`config.mk`:
```
export PLATFORM = sky130hd
export DESIGN_NAME = ps2_scancode_decoder
export DESIGN_NICKNAME = d
export VERILOG_FILES = /design/src/rtl/ps2_pkg.sv /design/src/rtl/ps2_event_fifo.sv /design/src/rtl/ps2_scancode_decoder.sv
export SDC_FILE = /design/constraint.sdc
export NUM_CORES = 1
export LEC_CHECK = 0
export ABC_AREA = 1
export CORE_UTILIZATION = 60
export CTS_CLUSTER_DIAMETER = 30
export CTS_CLUSTER_SIZE = 28
export DETAILED_ROUTE_END_ITERATION = 7
export GPL_TIMING_DRIVEN = 0
export PLACE_DENSITY = 0.8
export SYNTH_ARGS = -nofsm -noshare
export SYNTH_HDL_FRONTEND = slang
export SYNTH_HIERARCHICAL = 1
export SYNTH_SLANG_ARGS = --single-unit
export TNS_END_PERCENT = 20
```
`constraint.sdc`:
```
create_clock -name CLOCK_50 -period 3.7 [get_ports CLOCK_50]
set_clock_uncertainty 0.05 [all_clocks]
set_input_delay 0.74 -clock CLOCK_50 [delete_from_list [all_inputs] [get_ports CLOCK_50]]
set_output_delay 0.74 -clock CLOCK_50 [all_outputs]
set_load 0.02 [all_outputs]
```
`src/rtl/ps2_pkg.sv`:
```
// Shared constants, state encoding and event layout
// for the PS/2 Set-2 scan code decoder.
package ps2_pkg;

  localparam logic [7:0] PREFIX_EXT   = 8'hE0;
  localparam logic [7:0] PREFIX_BRK   = 8'hF0;
  localparam logic [7:0] PREFIX_PAUSE = 8'hE1;
  localparam logic [7:0] ACK          = 8'hFA;
  localparam logic [7:0] RESEND       = 8'hFE;
  localparam logic [7:0] ECHO         = 8'hEE;
  localparam logic [7:0] BAT_OK       = 8'hAA;
  localparam logic [7:0] BAT_FAIL     = 8'hFC;
  localparam logic [7:0] OVR0         = 8'h00;
  localparam logic [7:0] OVR1         = 8'hFF;

  localparam logic [7:0] MOD_LSHIFT = 8'h12;
  localparam logic [7:0] MOD_RSHIFT = 8'h59;
  localparam logic [7:0] MOD_CTRL   = 8'h14;
  localparam logic [7:0] MOD_ALT    = 8'h11;
  localparam logic [7:0] PAUSE_CODE = 8'h77;

  localparam logic [2:0] PAUSE_LEN = 3'd7;
  localparam int         EVT_W     = 13;

  typedef enum logic [2:0] {
    S_IDLE,
    S_EXT,
    S_BRK,
    S_EXT_BRK,
    S_PAUSE
  } ps2_state_e;

  typedef struct packed {
    logic [2:0] mods;
    logic       brk;
    logic       ext;
    logic [7:0] code;
  } ps2_evt_t;

  function automatic logic is_status(
    input logic [7:0] b
  );
    return (b == ACK) || (b == RESEND) ||
           (b == ECHO) || (b == BAT_OK);
  endfunction

  function automatic logic is_fault(
    input logic [7:0] b
  );
    return (b == BAT_FAIL) || (b == OVR0) ||
           (b == OVR1);
  endfunction

  function automatic logic is_special(
    input logic [7:0] b
  );
    return (b == PREFIX_EXT) ||
           (b == PREFIX_BRK) ||
           (b == PREFIX_PAUSE) ||
           is_status(b) || is_fault(b);
  endfunction

endpackage

```
`src/rtl/ps2_event_fifo.sv`:
```
// Synchronous event FIFO; a push into a full FIFO
// is accepted when a pop happens in the same cycle.
module ps2_event_fifo #(
  parameter int DEPTH = 4,
  parameter int W     = 13
) (
  input  logic         clk,
  input  logic         rst,
  input  logic         i_push,
  input  logic         i_pop,
  input  logic [W-1:0] i_data,
  output logic [W-1:0] o_data,
  output logic         o_full,
  output logic         o_empty
);

  localparam int AW = $clog2(DEPTH);

  logic [W-1:0]  r_mem [DEPTH];
  logic [AW-1:0] r_wr;
  logic [AW-1:0] r_rd;
  logic [AW:0]   r_cnt;
  logic          w_pop;
  logic          w_push;

  assign o_full  = (r_cnt == (AW+1)'(DEPTH));
  assign o_empty = (r_cnt == '0);
  assign o_data  = r_mem[r_rd];
  assign w_pop   = i_pop && !o_empty;
  assign w_push  = i_push && (!o_full || w_pop);

  always_ff @(posedge clk) begin
    if (rst) begin
      r_wr  <= '0;
      r_rd  <= '0;
      r_cnt <= '0;
      for (int i = 0; i < DEPTH; i++)
        r_mem[i] <= '0;
    end else begin
      if (w_push) begin
        r_mem[r_wr] <= i_data;
        r_wr        <= r_wr + 1'b1;
      end
      if (w_pop)
        r_rd <= r_rd + 1'b1;
      unique case ({w_push, w_pop})
        2'b10:   r_cnt <= r_cnt + 1'b1;
        2'b01:   r_cnt <= r_cnt - 1'b1;
        default: r_cnt <= r_cnt;
      endcase
    end
  end

endmodule

```
`src/rtl/ps2_scancode_decoder.sv`:
```
// Set-2 scan code sequence decoder with modifier
// tracking and a buffered valid/ready event output.
module ps2_scancode_decoder #(
  parameter int FIFO_DEPTH     = 4,
  parameter int TIMEOUT_CYCLES = 100000
) (
  input  logic       CLOCK_50,
  input  logic       reset,
  input  logic [7:0] received_data,
  input  logic       received_data_en,
  output logic       evt_valid,
  input  logic       evt_ready,
  output logic [7:0] evt_code,
  output logic       evt_ext,
  output logic       evt_break,
  output logic [2:0] evt_mods,
  output logic       overflow,
  output logic       seq_error
);

  import ps2_pkg::*;

  localparam int TW = $clog2(TIMEOUT_CYCLES + 1);

  ps2_state_e    r_state;
  ps2_state_e    w_state_n;
  logic [2:0]    r_pcnt;
  logic [2:0]    w_pcnt_n;
  logic [TW-1:0] r_tmo;
  logic          r_seq_err;
  logic          r_ovf;
  logic [5:0]    r_mod;
  logic [5:0]    w_mod_n;
  logic [7:0]    w_b;
  logic [2:0]    w_mods;
  ps2_evt_t      w_evt;
  ps2_evt_t      w_head;
  logic          w_emit;
  logic          w_err;
  logic          w_fake;
  logic          w_push;
  logic          w_pop;
  logic          w_full;
  logic          w_empty;
  logic          w_tmo_hit;

  assign w_b = received_data;

  // r_mod = {ralt, lalt, rctrl, lctrl, rshift, lshift}
  assign w_mods = {r_mod[5] | r_mod[4],
                   r_mod[3] | r_mod[2],
                   r_mod[1] | r_mod[0]};

  assign w_tmo_hit = (r_state != S_IDLE) &&
                     (r_tmo == TW'(TIMEOUT_CYCLES));

  always_comb begin
    w_state_n = r_state;
    w_pcnt_n  = r_pcnt;
    w_emit    = 1'b0;
    w_err     = 1'b0;
    w_evt     = '0;
    w_evt.mods = w_mods;
    w_evt.code = w_b;
    if (received_data_en) begin
      unique case (r_state)
        S_IDLE: begin
          unique case (1'b1)
            (w_b == PREFIX_EXT):
              w_state_n = S_EXT;
            (w_b == PREFIX_BRK):
              w_state_n = S_BRK;
            (w_b == PREFIX_PAUSE): begin
              w_state_n = S_PAUSE;
              w_pcnt_n  = PAUSE_LEN;
            end
            is_status(w_b): ;
            is_fault(w_b):
              w_err = 1'b1;
            default:
              w_emit = 1'b1;
          endcase
        end
        S_EXT: begin
          if (w_b == PREFIX_BRK) begin
            w_state_n = S_EXT_BRK;
          end else begin
            w_state_n = S_IDLE;
            w_err     = is_special(w_b);
            w_emit    = !is_special(w_b);
            w_evt.ext = 1'b1;
          end
        end
        S_BRK, S_EXT_BRK: begin
          w_state_n = S_IDLE;
          w_err     = is_special(w_b);
          w_emit    = !is_special(w_b);
          w_evt.ext = (r_state == S_EXT_BRK);
          w_evt.brk = 1'b1;
        end
        S_PAUSE: begin
          w_pcnt_n = r_pcnt - 3'd1;
          if (r_pcnt == 3'd1) begin
            w_state_n  = S_IDLE;
            w_emit     = 1'b1;
            w_evt.ext  = 1'b1;
            w_evt.code = PAUSE_CODE;
          end
        end
        default: w_state_n = S_IDLE;
      endcase
    end else if (w_tmo_hit) begin
      w_state_n = S_IDLE;
      w_pcnt_n  = '0;
      w_err     = 1'b1;
    end
  end

  // E0 12 / E0 59 are keyboard-generated fake shifts
  assign w_fake = w_evt.ext &&
                  ((w_evt.code == MOD_LSHIFT) ||
                   (w_evt.code == MOD_RSHIFT));
  assign w_push = w_emit && !w_fake;
  assign w_pop  = evt_valid && evt_ready;

  always_comb begin
    w_mod_n = r_mod;
    if (w_push) begin
      if (!w_evt.ext && w_evt.code == MOD_LSHIFT)
        w_mod_n[0] = !w_evt.brk;
      if (!w_evt.ext && w_evt.code == MOD_RSHIFT)
        w_mod_n[1] = !w_evt.brk;
      if (w_evt.code == MOD_CTRL)
        w_mod_n[{2'b01, w_evt.ext}] = !w_evt.brk;
      if (w_evt.code == MOD_ALT)
        w_mod_n[{2'b10, w_evt.ext}] = !w_evt.brk;
    end
  end

  always_ff @(posedge CLOCK_50) begin
    if (reset) begin
      r_state   <= S_IDLE;
      r_pcnt    <= '0;
      r_tmo     <= '0;
      r_seq_err <= 1'b0;
      r_ovf     <= 1'b0;
      r_mod     <= '0;
    end else begin
      r_state   <= w_state_n;
      r_pcnt    <= w_pcnt_n;
      r_seq_err <= w_err;
      r_mod     <= w_mod_n;
      if (w_push && w_full && !w_pop)
        r_ovf <= 1'b1;
      if (r_state == S_IDLE || received_data_en ||
          w_tmo_hit)
        r_tmo <= '0;
      else
        r_tmo <= r_tmo + 1'b1;
    end
  end

  ps2_event_fifo #(
    .DEPTH (FIFO_DEPTH),
    .W     (EVT_W)
  ) u_fifo (
    .clk     (CLOCK_50),
    .rst     (reset),
    .i_push  (w_push),
    .i_pop   (w_pop),
    .i_data  (w_evt),
    .o_data  (w_head),
    .o_full  (w_full),
    .o_empty (w_empty)
  );

  assign evt_valid = !w_empty;
  assign evt_code  = w_head.code;
  assign evt_ext   = w_head.ext;
  assign evt_break = w_head.brk;
  assign evt_mods  = w_head.mods;
  assign overflow  = r_ovf;
  assign seq_error = r_seq_err;

endmodule
```
=== Word level (Yosys, flattened, before mapping) ===
Memories as Yosys holds them, arrays and structs flattened. A register that Yosys moved wholly into a read port is not among the register bits.
Index checks and enable logic that the tools add are counted.

* Bits in registers: 38
* RAM bits: 52
* Bits of input ports: 12
* Memories: 1

{| class="wikitable"
|+ Memory list
! name !! depth !! bits a word !! read ports !! clocked after memory_dff !! write ports !! line !! text
|-
| u_fifo.r_mem || 4 || 13 || 1 || 1 || 4 || ps2_event_fifo.sv:19 || <nowiki>logic [W-1:0] r_mem [DEPTH];</nowiki>
|}

* Add/sub/neg operators: 6
* Order comparisons: 4
* Equal/unequal tests: 26
* Multiplexer cells: 49
* Bitwise operators: 3
* Reduce and logical (&&, ||, !) cells: 44

{| class="wikitable"
|+ Operator list
! cell !! number
|-
| == test 8 bit, second input constant || 9
|-
| == test 8 x 5 -> 1 bit, second input constant || 3
|-
| 2-to-1 mux 1 bit || 22
|-
| 2-to-1 mux 6 bit || 3
|-
| one-hot mux 3 bit (3 select lines) || 2
|-
| adder 17 x 1 -> 17 bit, second input constant || 1
|-
| == test 17 bit, second input constant || 1
|-
| 2-to-1 mux 3 bit || 5
|-
| logical OR 1 bit || 13
|-
| 2-to-1 mux 13 bit || 1
|-
| OR reduction 13 bit || 1
|-
| bitwise mux 6 bit || 2
|-
| logical AND 1 bit || 12
|-
| one-hot mux 3 bit (2 select lines) || 2
|-
| 2-to-1 mux 10 bit || 1
|-
| 2-to-1 mux 9 bit || 1
|-
| == test 8 x 7 -> 1 bit, second input constant || 1
|-
| zero test 8 bit || 1
|-
| 2-to-1 mux 2 bit || 4
|-
| 2-to-1 mux 8 bit || 1
|-
| zero test 1 bit || 7
|-
| == test 3 x 1 -> 1 bit, second input constant || 2
|-
| == test 3 x 2 -> 1 bit, second input constant || 2
|-
| == test 3 bit, second input constant || 2
|-
| 22 further kinds || 33
|}

=== Logic depth before layout (Yosys ltp) ===
* Depth in word-level cells: 17
* Mapped depth: 20
* Gate-level depth less buffers: 20

=== Modules after synthesis ===
The synthesis kept the hierarchy.

{| class="wikitable"
|+ By module, submodules not included
! module !! times used !! cells each !! area each (um^2)
|-
| ps2_event_fifo || 1 || 270 || 2825.2
|-
| ps2_scancode_decoder || 1 || 302 || 1975.6
|}

=== Worst setup path before layout ===
OpenSTA, ideal clock, no wires.

* Kind: in2reg
* Start: input port received_data[0]
* End: memory u_fifo.r_mem[0][0], enable pin
* Library setup time: 401 ps
* Arrival: 2824 ps
* Data required time: 3249 ps
* Setup slack: 425 ps
* Cell stages on the path: 10
* Path buffers: 0
* Cells stage by stage: nor2_1 > nand3_4 > nand2_1 > nand2_1 > nand2_2 > inv_4 > nand2_1 > and2_1 > nand4_2 > o21ai_0

{| class="wikitable"
|+ RTL lines
! what !! line !! text
|-
| from (decl) || ps2_scancode_decoder.sv:9 || <nowiki>input logic [7:0] received_data,</nowiki>
|-
| to (decl) || ps2_event_fifo.sv:19 ||
|}

==> metrics.md <==
| Metric | Value |
|---|---|
| Critical path arrival | 3.43 ns |
| Reg-to-reg endpoint | u_fifo/r_cnt[2]$_SDFFE_PP0P_ |
| H-tree depth | 3 |
| PnR Total Power | 0.00254 W |
| Fin crit share | 0.921 |
| Place WS | -0.110 ns |
| Power Dens Cells | about 470 nW/um2 |
| First-pass GRT wire length | between 15000 and 20000 um |
| Reg-to-reg slack, setup | 0.69 ns |
| Antenna Nets Post-Route | 0 |
| Crit. End Element | flop |
| Antenna violations before repair | 0 |
| Starting Density | 0.621 |
| Leakage power | ~2.3 nW |
| Clk_lat worst skew | approximately 0.35 ns |
| Largest area contributor in the netlist | edfxtp_1 |
| Die extent in y | 91.5 um |
| Clock slew seen by the registers of the worst setup and hold paths | 0.09 ns |
| Num rows | 32 |
| Setup bufs post-CTS | 0 |
| Max_slew headroom | 0.433 |
| Largest net degree at the start of global routing | 17 |
| Area of the core | 7730 um2 |
| P&R area growth vs syn | 13.6% |
| Commonest cells in the synthesized netlist | inv_1, nor2_1, nand2_1 |
| Async SR Flop Fraction | 0 |
| Worst flop-to-flop path startpoint | r_pcnt[1]$_SDFFE_PP0P_ |
| Post-CTS Hold Fix Bufs | 0 |
| Post-DR vias/cell | 5.37 |
| Yosys top cell area share | 0.325 |
| Post-layout nets | 632 |
| Max_cap viols | 0 |
| Worst Tran Pin Value | 0.845 ns |
| Cells on worst reg2reg path | 19 |
| Flops & latches, synth | 92 |
| Drc violations | 0 |
| Synthesis warning total | 6 |
| Outcome | finished clean |
| Final Max Slew Viols | 0 |
| Root buffer cell | clkbuf_8 |
| Diode count | 0 |
| Number of synthesized flops with an enable pin | 52 |
| Filler cells | 609 |
| Num ports | 28 |
| CP Max Fanout | 8 |
| Startpoint Class | primary input |
| Total global-route track usage | 0.254 |
| Gpl congestion | just over 0.9 |
| Port Buf Inserts | 27 |
| Fmax | 293 MHz |
| Post-layout minimum cycle time | 3.41 ns |
| VDD IR max | 247 uV |
| Grt ovf | 0 |
| Vias in the first global route | 3749 |
| Worst Hold Slack | 0.402 ns |
| CTS Buffer Depth | 2 |
| RSZ-0062 raised after global routing | false |
| Required @ worst endpoint | 3.72 ns |
| Register area share after synthesis | 0.492 |
| WS Path Type | in2reg |
| Net Count, Synth | 590 |
| Most frequent cell after synthesis | inv_1 |
| TritonCTS buffer count | 9 |
| Sink Count | 92 |
| WL final | 10000 um |
| Worst setup margin | 0.291 ns |
| Routed vias | 3871 |
| Die span in x | 91.5 um |
| Hold Path Depth | 1 |
| Die ar. | 8360 um2 |
| Final hold vios | 0 |
| Routed len/inst | 13.9 um |
| Mapped Cells | about 570 |
| Setup Viol. Count Final | 0 |
| Worst Hold Launch | r_tmo[0]$_SDFF_PP0_ |
| Distinct cells, synth | 42 |
| Top post-synthesis cells by area | edfxtp_1, dfxtp_1, inv_1, nor2_1, nand2_1 |
| Hold endpoint | r_tmo[0]$_SDFF_PP0_ |
| Mapped Area | around 4800 um2 |
| CTS tree | built |
| HP Class | reg2reg |
| Post-DP HPWL | 7400 um |
| Starting DRT DRC Count | 275 |
| Syn Area/Cell | between 8 and 9 um2 |
| Most used DFF post-synth | edfxtp_1 |
| Resized Gates After CTS | 0 |
| Share of layout cells above drive strength 1 | 0.128 |
| First-pass detailed-route iteration total | 5 |
-- registers in the layout, indices dropped and copies added, names as in the netlist, named ones only --
signal,count
u_fifo/r_mem,52
u_fifo/r_rd,2
u_fifo/r_wr,2
u_fifo/r_cnt,3
r_mod,6
seq_error,1
r_state,3
overflow,1
r_tmo,17
r_pcnt,3
-- metal layers --
layer / GRT usage / vias to the layer above / routed length, um
met4: 0.119 / 0 / 217
met1: 0.295 / 1787 / 4160
met3: 0.0394 / 20 / 503
li1: - / 1939 / -
met5: 0 / - / 0
met2: 0.456 / 125 / 5130
-- power breakdown --
part / internal, W / total, W / leakage (nW) / switching [W]
Clock: 0.000386 / 0.000744 / 0.112 / 0.000358
Combinational: 0.000232 / 0.000616 / 1.32 / 0.000384
Sequential: 0.00115 / 0.00118 / 0.866 / 0.0000290
-- worst max-delay path, stage by stage --
cell	delay, ns
clkdlybuf4s50_1	0.52
nor2_1	0.34
nand3_4	0.14
nand2_1	0.08
nand2_1	0.07
nand2_2	0.12
inv_4	0.08
nand2_1	0.11
and2_1	0.21
nand2_4	0.12
o21ai_1	0.68
buf_6	0.23
-- kinds of logic (layout without fill, tap and decap cells) --
family	Yosys count	in the layout	synth area share
and+or+nand+nor	270	270	0.280
buffers and inverters	108	155	0.0946
DFF	92	92	0.492
AOI/OAI and AO/OA	83	83	0.0920
xor gates and xnor gates	13	13	0.0237
adders and majority gates	6	6	0.0172
-- placed cells by master (no fill, tap or decap), types with 3 or more instances in the layout --
cell / synthesis / routed
nand4_1: 13 / 13
o21ai_1: 1 / 5
buf_4: 2 / 5
dfxtp_1: 40 / 40
inv_1: 89 / 89
nor2_1: 87 / 87
nand3_1: 19 / 19
buf_2: 6 / 6
ha_1: 5 / 5
xor2_1: 9 / 9
edfxtp_1: 52 / 52
nor2_4: 3 / 3
clkbuf_8: 0 / 9
o22ai_1: 13 / 13
nor2_2: 20 / 20
nand2_1: 82 / 82
nand2_2: 3 / 3
a21oi_1: 23 / 23
nor3_1: 17 / 17
nand2_4: 10 / 10
clkbuf_1: 5 / 5
xnor2_1: 4 / 4
o21ai_0: 42 / 38
buf_6: 2 / 3
clkdlybuf4s50_1: 0 / 27
-- stage by stage --
stage / area, um2 / util / std cells / setup TNS (ns)
CTS: 5460 / 0.706 / 721 / 0
floorplan: 4800 / - / 572 / 0
finish: 5460 / 0.706 / 721 / 0
detailed placement: 5230 / 0.677 / 705 / -0.681
global route: 5460 / 0.706 / 721 / 0
global placement: 5200 / 0.673 / 701 / -37.67
-- area by class of cell --
type                       count  area [um2]  area share
multi-input combinational    372        1980       0.364
buffer                        16         106      0.0195
clock inverter                 7        98.8      0.0181
inverter                      92         348      0.0638
sequential                    92        2360       0.433
timing repair buffer          31         304      0.0557
clock buffer                   9         124      0.0227
tap                          102         128      0.0234
-- worst max path at each step --
stage	endpoint	slack, ns	cells past startpoint	from
2_1_floorplan	u_fifo/r_mem[0][0]$_SDFFCE_PN0P_	0.42	10	received_data[0]
3_3_place_gp	u_fifo/r_mem[3][4]$_DFFE_PP_	-0.82	11	received_data[0]
3_5_place_dp	u_fifo/r_mem[3][4]$_DFFE_PP_	-0.11	12	received_data[0]
4_1_cts	u_fifo/r_mem[3][12]$_DFFE_PP_	0.26	12	received_data[0]
5_1_grt	u_fifo/r_mem[3][12]$_DFFE_PP_	0.07	13	received_data[7]
6_report	u_fifo/r_mem[3][12]$_DFFE_PP_	0.29	12	received_data[0]
Power figures use the tool's default switching activity.
